## src/rtl/osd_text_layer_if.sv

```systemverilog
`default_nettype none
// ============================================================================
// osd_text_layer_if: host character-write and commit port of the text overlay
// Rev 1.0
// ============================================================================
interface osd_text_layer_if #(
  parameter int LINES = 10,
  parameter int COLS  = 20
) ();
  logic                     wr_en;
  logic [$clog2(LINES)-1:0] wr_line;
  logic [$clog2(COLS)-1:0]  wr_col;
  logic [7:0]               wr_char;
  logic                     commit;
  logic                     commit_pend;

  modport master (output wr_en, wr_line, wr_col, wr_char, commit, input commit_pend);
  modport slave  (input wr_en, wr_line, wr_col, wr_char, commit, output commit_pend);
endinterface
`default_nettype wire

```

## src/rtl/osd_text_layer.sv

```systemverilog
`default_nettype none
// ============================================================================
// osd_text_layer: double-buffered LINES x COLS text overlay on the pixel stream
// Rev 1.0
// ============================================================================
module osd_text_layer #(
  parameter int          LINES      = 10,
  parameter int          COLS       = 20,
  parameter int          X_START    = 50,
  parameter int          Y_START    = 50,
  parameter int          LINE_PITCH = 50,
  parameter logic [23:0] FG_COLOR   = 24'hFFFFFF,
  parameter logic [23:0] BG_COLOR   = 24'h000000
) (
  input  logic        pclk,
  input  logic        rst_n,
  input  logic        i_hs,
  input  logic        i_vs,
  input  logic        i_de,
  input  logic [23:0] i_data,
  input  logic        scale2x,
  input  logic        opaque,
  output logic [11:0] font_addr,
  input  logic [7:0]  font_data,
  output logic        o_hs,
  output logic        o_vs,
  output logic        o_de,
  output logic [23:0] o_data,
  osd_text_layer_if.slave host
);
  localparam int NCELL = LINES * COLS;
  localparam int AW    = $clog2(NCELL + COLS);
  localparam int CLW   = $clog2(COLS);
  localparam int VLW   = $clog2(LINES + 1);
  localparam int VPW   = $clog2(LINE_PITCH + 1);

  typedef enum logic [0:0] {ST_IDLE = 1'b0, ST_PEND = 1'b1} commit_state_t;

  commit_state_t state, state_nx;
  logic          swap, front;

  logic           vs_q, de_q, synced, scale_f, opaque_f;
  logic [11:0]    x_cnt, y_cnt;
  logic           h_in;
  logic [CLW-1:0] h_col;
  logic [3:0]     h_sub;
  logic           v_start;
  logic [VPW-1:0] v_pit;
  logic [VLW-1:0] v_line;
  logic [AW-1:0]  v_base;

  logic [7:0] buf0 [NCELL];
  logic [7:0] buf1 [NCELL];

  logic [7:0]  ch_q;
  logic [3:0]  row_q;
  logic [2:0]  col_q, col2;
  logic        in_q, in2;
  logic        hs1, vs1, de1, hs2, vs2, de2;
  logic [23:0] data1, data2;

  wire vs_rise = i_vs & ~vs_q;
  wire de_fall = de_q & ~i_de;

  wire [3:0]     cw_last    = scale_f ? 4'd15 : 4'd7;
  wire [VPW-1:0] ch_rows    = scale_f ? VPW'(32) : VPW'(16);
  wire           v_in       = v_start && (32'(v_line) < LINES) && (v_pit < ch_rows);
  wire           in_cell    = synced & i_de & h_in & v_in;
  wire [AW-1:0]  rd_addr    = v_base + AW'(h_col);
  wire [3:0]     glyph_row  = scale_f ? v_pit[4:1] : v_pit[3:0];
  wire [2:0]     bit_col    = scale_f ? h_sub[3:1] : h_sub[2:0];

  wire          wr_ok   = host.wr_en && (32'(host.wr_line) < LINES) && (32'(host.wr_col) < COLS);
  wire [AW-1:0] wr_addr = AW'(host.wr_line) * AW'(COLS) + AW'(host.wr_col);

  // Running position trackers: each register describes the pixel currently on i_*.
  always_ff @(posedge pclk or negedge rst_n) begin
    if (!rst_n) begin
      vs_q <= 1'b0; de_q <= 1'b0; synced <= 1'b0; scale_f <= 1'b0; opaque_f <= 1'b0;
      x_cnt <= '0; y_cnt <= '0;
      h_in <= 1'b0; h_col <= '0; h_sub <= '0;
      v_start <= 1'b0; v_pit <= '0; v_line <= '0; v_base <= '0;
    end else begin
      vs_q  <= i_vs;
      de_q  <= i_de;
      x_cnt <= (i_de && !vs_rise) ? x_cnt + 12'd1 : 12'd0;

      if (!i_de) begin
        h_in  <= (X_START == 0);
        h_col <= '0;
        h_sub <= '0;
      end else if (h_in) begin
        if (h_sub == cw_last) begin
          h_sub <= '0;
          if (32'(h_col) == COLS - 1) h_in <= 1'b0;
          else                        h_col <= h_col + 1'b1;
        end else begin
          h_sub <= h_sub + 4'd1;
        end
      end else if (x_cnt + 12'd1 == 12'(X_START)) begin
        h_in  <= 1'b1;
        h_col <= '0;
        h_sub <= '0;
      end

      if (vs_rise) begin
        synced   <= 1'b1;
        scale_f  <= scale2x;
        opaque_f <= opaque;
        y_cnt    <= '0;
        v_start  <= (Y_START == 0);
        v_pit    <= '0;
        v_line   <= '0;
        v_base   <= '0;
      end else if (de_fall) begin
        y_cnt <= y_cnt + 12'd1;
        if (v_start) begin
          if (32'(v_pit) == LINE_PITCH - 1) begin
            v_pit <= '0;
            if (32'(v_line) < LINES) begin
              v_line <= v_line + 1'b1;
              v_base <= v_base + AW'(COLS);
            end
          end else begin
            v_pit <= v_pit + VPW'(1);
          end
        end else if (y_cnt + 12'd1 == 12'(Y_START)) begin
          v_start <= 1'b1;
          v_pit   <= '0;
          v_line  <= '0;
          v_base  <= '0;
        end
      end
    end
  end

  always_ff @(posedge pclk or negedge rst_n) begin
    if (!rst_n) begin
      state <= ST_IDLE;
      front <= 1'b0;
    end else begin
      state <= state_nx;
      if (swap) front <= ~front;
    end
  end

  always_comb begin
    state_nx = state;
    swap     = 1'b0;
    case (state)
      ST_IDLE: if (host.commit) state_nx = ST_PEND;
      ST_PEND: if (vs_rise) begin
        state_nx = ST_IDLE;
        swap     = 1'b1;
      end
      default: state_nx = ST_IDLE;
    endcase
  end

  assign host.commit_pend = (state == ST_PEND);

  // Host writes always land in the buffer that is not being displayed.
  always_ff @(posedge pclk) begin
    if (wr_ok) begin
      if (front) buf0[wr_addr] <= host.wr_char;
      else       buf1[wr_addr] <= host.wr_char;
    end
  end

  always_ff @(posedge pclk or negedge rst_n) begin
    if (!rst_n) begin
      ch_q <= '0; row_q <= '0; col_q <= '0; in_q <= 1'b0;
      hs1 <= 1'b0; vs1 <= 1'b0; de1 <= 1'b0; data1 <= '0;
      col2 <= '0; in2 <= 1'b0;
      hs2 <= 1'b0; vs2 <= 1'b0; de2 <= 1'b0; data2 <= '0;
      o_hs <= 1'b0; o_vs <= 1'b0; o_de <= 1'b0; o_data <= '0;
    end else begin
      if (in_cell) ch_q <= front ? buf1[rd_addr] : buf0[rd_addr];
      row_q <= glyph_row;
      col_q <= bit_col;
      in_q  <= in_cell;
      hs1 <= i_hs; vs1 <= i_vs; de1 <= i_de; data1 <= i_data;

      col2 <= col_q;
      in2  <= in_q;
      hs2 <= hs1; vs2 <= vs1; de2 <= de1; data2 <= data1;

      o_hs <= hs2; o_vs <= vs2; o_de <= de2;
      if (in2 && font_data[3'd7 - col2]) o_data <= FG_COLOR;
      else if (in2 && opaque_f)          o_data <= BG_COLOR;
      else                               o_data <= data2;
    end
  end

  assign font_addr = {ch_q, row_q};
endmodule
`default_nettype wire

```

## src/flat_wrapper.sv

```systemverilog
// flat-port wrapper written by rule: the top's interface ports become plain ports
module osd_text_layer_flat 
#(
  parameter int          LINES      = 10,
  parameter int          COLS       = 20,
  parameter int          X_START    = 50,
  parameter int          Y_START    = 50,
  parameter int          LINE_PITCH = 50,
  parameter logic [23:0] FG_COLOR   = 24'hFFFFFF,
  parameter logic [23:0] BG_COLOR   = 24'h000000
)
  (pclk, rst_n, i_hs, i_vs, i_de, i_data, scale2x, opaque, font_addr, font_data, o_hs, o_vs, o_de, o_data, host_wr_en, host_wr_line, host_wr_col, host_wr_char, host_commit, host_commit_pend);
  osd_text_layer_if #(.LINES(LINES), .COLS(COLS)) host_i ();
  input  logic pclk;
  input  logic rst_n;
  input  logic i_hs;
  input  logic i_vs;
  input  logic i_de;
  input  logic [23:0] i_data;
  input  logic scale2x;
  input  logic opaque;
  output logic [11:0] font_addr;
  input  logic [7:0] font_data;
  output logic o_hs;
  output logic o_vs;
  output logic o_de;
  output logic [23:0] o_data;
  input wire logic [$bits(host_i.wr_en)-1:0] host_wr_en;
  input wire logic [$bits(host_i.wr_line)-1:0] host_wr_line;
  input wire logic [$bits(host_i.wr_col)-1:0] host_wr_col;
  input wire logic [$bits(host_i.wr_char)-1:0] host_wr_char;
  input wire logic [$bits(host_i.commit)-1:0] host_commit;
  output wire logic [$bits(host_i.commit_pend)-1:0] host_commit_pend;
  assign host_i.wr_en = host_wr_en;
  assign host_i.wr_line = host_wr_line;
  assign host_i.wr_col = host_wr_col;
  assign host_i.wr_char = host_wr_char;
  assign host_i.commit = host_commit;
  assign host_commit_pend = host_i.commit_pend;
  osd_text_layer #(.LINES(LINES), .COLS(COLS), .X_START(X_START), .Y_START(Y_START), .LINE_PITCH(LINE_PITCH), .FG_COLOR(FG_COLOR), .BG_COLOR(BG_COLOR)) u_core (.pclk(pclk), .rst_n(rst_n), .i_hs(i_hs), .i_vs(i_vs), .i_de(i_de), .i_data(i_data), .scale2x(scale2x), .opaque(opaque), .font_addr(font_addr), .font_data(font_data), .o_hs(o_hs), .o_vs(o_vs), .o_de(o_de), .o_data(o_data), .host(host_i));
endmodule
```

## config.mk

```make
export PLATFORM = sky130hd
export DESIGN_NAME = osd_text_layer_flat
export DESIGN_NICKNAME = d
export VERILOG_FILES = /design/src/rtl/osd_text_layer_if.sv /design/src/rtl/osd_text_layer.sv /design/src/flat_wrapper.sv
export SDC_FILE = /design/constraint.sdc
export NUM_CORES = 2
export LEC_CHECK = 0
export ABC_AREA = 0
export CAP_MARGIN = 5
export CORE_ASPECT_RATIO = 0.9
export CORE_MARGIN = 8
export CORE_UTILIZATION = 35
export CTS_CLUSTER_DIAMETER = 120
export CTS_CLUSTER_SIZE = 12
export DETAILED_ROUTE_END_ITERATION = 10
export PLACE_DENSITY = 0.47
export SETUP_SLACK_MARGIN = 0.4
export SYNTH_ARGS = -nofsm -noshare
export SYNTH_HDL_FRONTEND = slang
export SYNTH_SLANG_ARGS = --single-unit
```

## constraint.sdc

```tcl
create_clock -name pclk -period 3.83 [get_ports pclk]
set_input_delay 0.383 -clock pclk [delete_from_list [all_inputs] [get_ports pclk]]
set_output_delay 0.383 -clock pclk [all_outputs]
set_load 0.02 [all_outputs]
```

==> flow_summary.ini <==
[timing]
rsz0062_at_grt = yes
slew_violations = 0
slew_headroom_pct = 27.2
finalSetupViolCount = 0
worstMarginPinSlew_ns = 1.09
tns_ns = 0
hold_viol_final = 0
min_period_ns = 3.44
finalCritPeriodShare_pct = 89.7
skew_ns = 0.0420
fmax_mhz = 291

[placed_design]
dpl.hpwl_mm = 262
port_buffers = 97
dp.cells = 11900
gp_congestion = 0.839

[cts]
cts_buffers = 321
clk_path_buf_depth = 4
cts-root-buf = clkbuf_16
htreeDepth = 5
clkTransAtPathRegs_ns = 0.07
clock_sinks = 3357
clk_latency_ns = 0.88
cts_tree = done

[yosys]
synth.distinct_cells = 77
ys.flop_type = edfxtp_1
syn-num-nets = 6199
synth_edf_count = 3200
ys_seq_area_share_pct = 76.5
synth-seq-cells = 3357
avgSynthCellArea_um2 = 21.4
yosysWarnings = 0
synth_cells = 6118
syn-cell-area_um2 = 131000
synthArstFlopShare_pct = 4.68

[route]
ant_nets = 0
drc = 0
via_count = 68400
vias_per_cell = 5.49
drt_iter0_markers = 8107
wl_per_cell_um = 32.5
dr.pass1.iters = 6
wirelength_mm = 406

[global_route]
antenna_found_initial = 37
grt-ovfl-total = 0
grt_use_total_pct = 20.1
grt_max_degree = 122
grt_pass1_wl_mm = 564
grt_pass1_vias = 68800

[finish]
layout-drive-gt1-share_pct = 34.4
fin_cells = 12500
fill_cells = 32200
fin_util_pct = 42.2
syn2layout_area_growth_pct = 20.3
fin_nets = 7528

[outcome]
status = completed

[floorplan]
ios = 98
dieArea_um2 = 393000
fp.coreArea_um2 = 373000
die_h_um = 596
start_util_pct = 35.1
die_w_um = 660
rows = 213

[min_path]
worst_hold_path_type = in -> reg

[worst_setup_path]
critPathSlowestCell = dfrtp_4
end_kind = flip-flop
worstPathMaxFanout = 9
arrival_ns = 4.19
crit_path_cell_trace = buf_12 > buf_16 > buf_12 > buf_8 > buf_6 > mux4_2 > mux4_2 > mux2i_1 > buf_4 > o22ai_4 > o211ai_1 > buf_4 > o21ai_2
path_class = reg -> reg
crit_path_start_kind = flip-flop
crit_required_ns = 4.58
max_stage_delay_ns = 0.51

[pwr]
leakage_nw = 50.2
ir_drop_v = 0.000320
p_total_mw = 72.8
power_density_nw_per_um2 = 463

[job]
cap_violations = 0
[layout by cell type (no fill, tap or decap), types with 7 or more instances in the layout]
master,instances
edfxtp_1,3200
o22ai_1,26
buf_4,1016
nand2_1,203
nor2b_1,37
nor2_1,482
xnor2_1,14
o221ai_1,8
buf_8,14
a211oi_2,8
o21ai_0,70
clkbuf_16,337
dlygate4sd3_1,30
a21o_1,25
nor3_1,12
a211oi_1,40
nand2_2,7
mux2i_1,111
diode_2,11
clkdlybuf4s50_1,88
a21oi_1,66
buf_6,21
dfrtp_1,153
o211ai_1,7
inv_1,13
a22oi_1,24
buf_16,18
mux2_2,14
xor2_1,18
clkbuf_1,50
a31oi_1,19
mux4_2,897
buf_12,156
o31ai_1,9
ha_1,18
nand3_1,67
nand2b_1,11
and2_1,14
nand4_1,25
[final timing paths]
kind                                       from                 endpoint  slack, ns  cells after the start
worst max-delay path            u_core.h_col[0]           u_core.ch_q[4]       0.39                     13
worst min-delay path            host_wr_char[7]      u_core.buf1[178][7]       0.01                      1
worst max register to register  u_core.h_col[0]           u_core.ch_q[4]       0.39                     13
worst min register to register       u_core.hs2              u_core.o_hs       0.34                      0
max in group asynchronous                 rst_n               u_core.hs1       2.71                      3
min in group asynchronous                 rst_n  u_core.host.commit_pend       0.11                      2
[power by group]
group,switching (mW),internal (mW),leakage (nW)
logic,2.78,1.33,15.3
registers,0.0865,40.3,30.7
clock network,13.0,15.4,4.16
total,15.8,57.0,50.2
[logic make-up after synthesis]
| logic type | after synthesis | share of synthesized area, % |
|---|---|---|
| AO/OA/AOI/OAI | 384 | 1.95 |
| XOR/XNOR | 39 | 0.281 |
| adder cells (fa/ha/maj) | 23 | 0.232 |
| buffers and inverters | 361 | 1.52 |
| flip-flops | 3357 | 76.5 |
| multiplexers | 1027 | 16.5 |
| AND/OR/NAND/NOR | 927 | 3.03 |
[repair_timing]
item                                    CTS  global route
endpoints found under the setup margin    8             8
endpoints found under the hold margin   121             0
pin swaps                                 6            14
hold buffers                             30             0
cloned                                    5             7
setup buffers                            49            35
gates resized for setup                  80            67
[layout make-up]
cell class	count	area, um2	share of cell area, %
Sequential cell	3357	100000	63.6
Tap cell	4945	6190	3.93
Inverter	14	60.1	0.0382
Clock buffer	380	8450	5.37
Antenna cell	11	27.5	0.0175
Timing Repair Buffer	1353	13100	8.36
Clock inverter	7	78.8	0.0501
Multi-Input combinational cell	2400	29300	18.6
[layer usage]
layer	part of all wire [%]	track usage, %	wire length [um]	up-vias
met4	2.6	5.02	10400	0
li1	-	-	-	27900
met2	45	30.1	181000	2691
met1	46	30.7	185000	37400
met5	0	0	0	-
met3	7.1	2.97	28800	461
[synth_stat cells (all sizes together) (38+ instances only)]
cell    instances  area [um2]
edfxtp       3200       96100
mux4          897       20200
nor2          489        1840
nand2         216         811
buf           215        1430
dfrtp         157        3930
clkbuf        132         495
mux2i         116        1160
nand3          79         395
o21ai          75         375
a21oi          71         355
a211oi         48         365
nor2b          38         238
[worst max-delay path, delay by kind of cell, from the launching register on]
kind / cells / cell delay [ns]
muxes: 3 / 1.13
buffers and inverters: 7 / 1.11
AOI/OAI and AO/OA: 3 / 0.52
DFF: 1 / 0.51
[sequential cells by signal, summed over array words and instances, names as in the netlist, 3 cells and up]
| name | cells |
|---|---|
| u_core.data2 | 24 |
| u_core.y_cnt | 12 |
| u_core.v_pit | 6 |
| u_core.v_line | 4 |
| u_core.h_sub | 4 |
| u_core.buf0 | 1600 |
| u_core.row_q | 4 |
| u_core.buf1 | 1600 |
| u_core.col_q | 3 |
| u_core.v_base | 6 |
| u_core.data1 | 24 |
| u_core.col2 | 3 |
| u_core.h_col | 5 |
| u_core.o_data | 24 |
| u_core.ch_q | 8 |
| u_core.x_cnt | 12 |
[stage by stage]
stage	cell area, um2	hold slack, ns	worst slack [ns]
after floorplan	131000	0.0874	0.602
after global placement	147000	0.333	-0.328
after detailed placement	147000	0.336	-0.254
after CTS	156000	0.00595	0.335
after global routing	157000	0.0197	0.327
final	157000	0.0134	0.394
(Power assumes the default switching activity.)
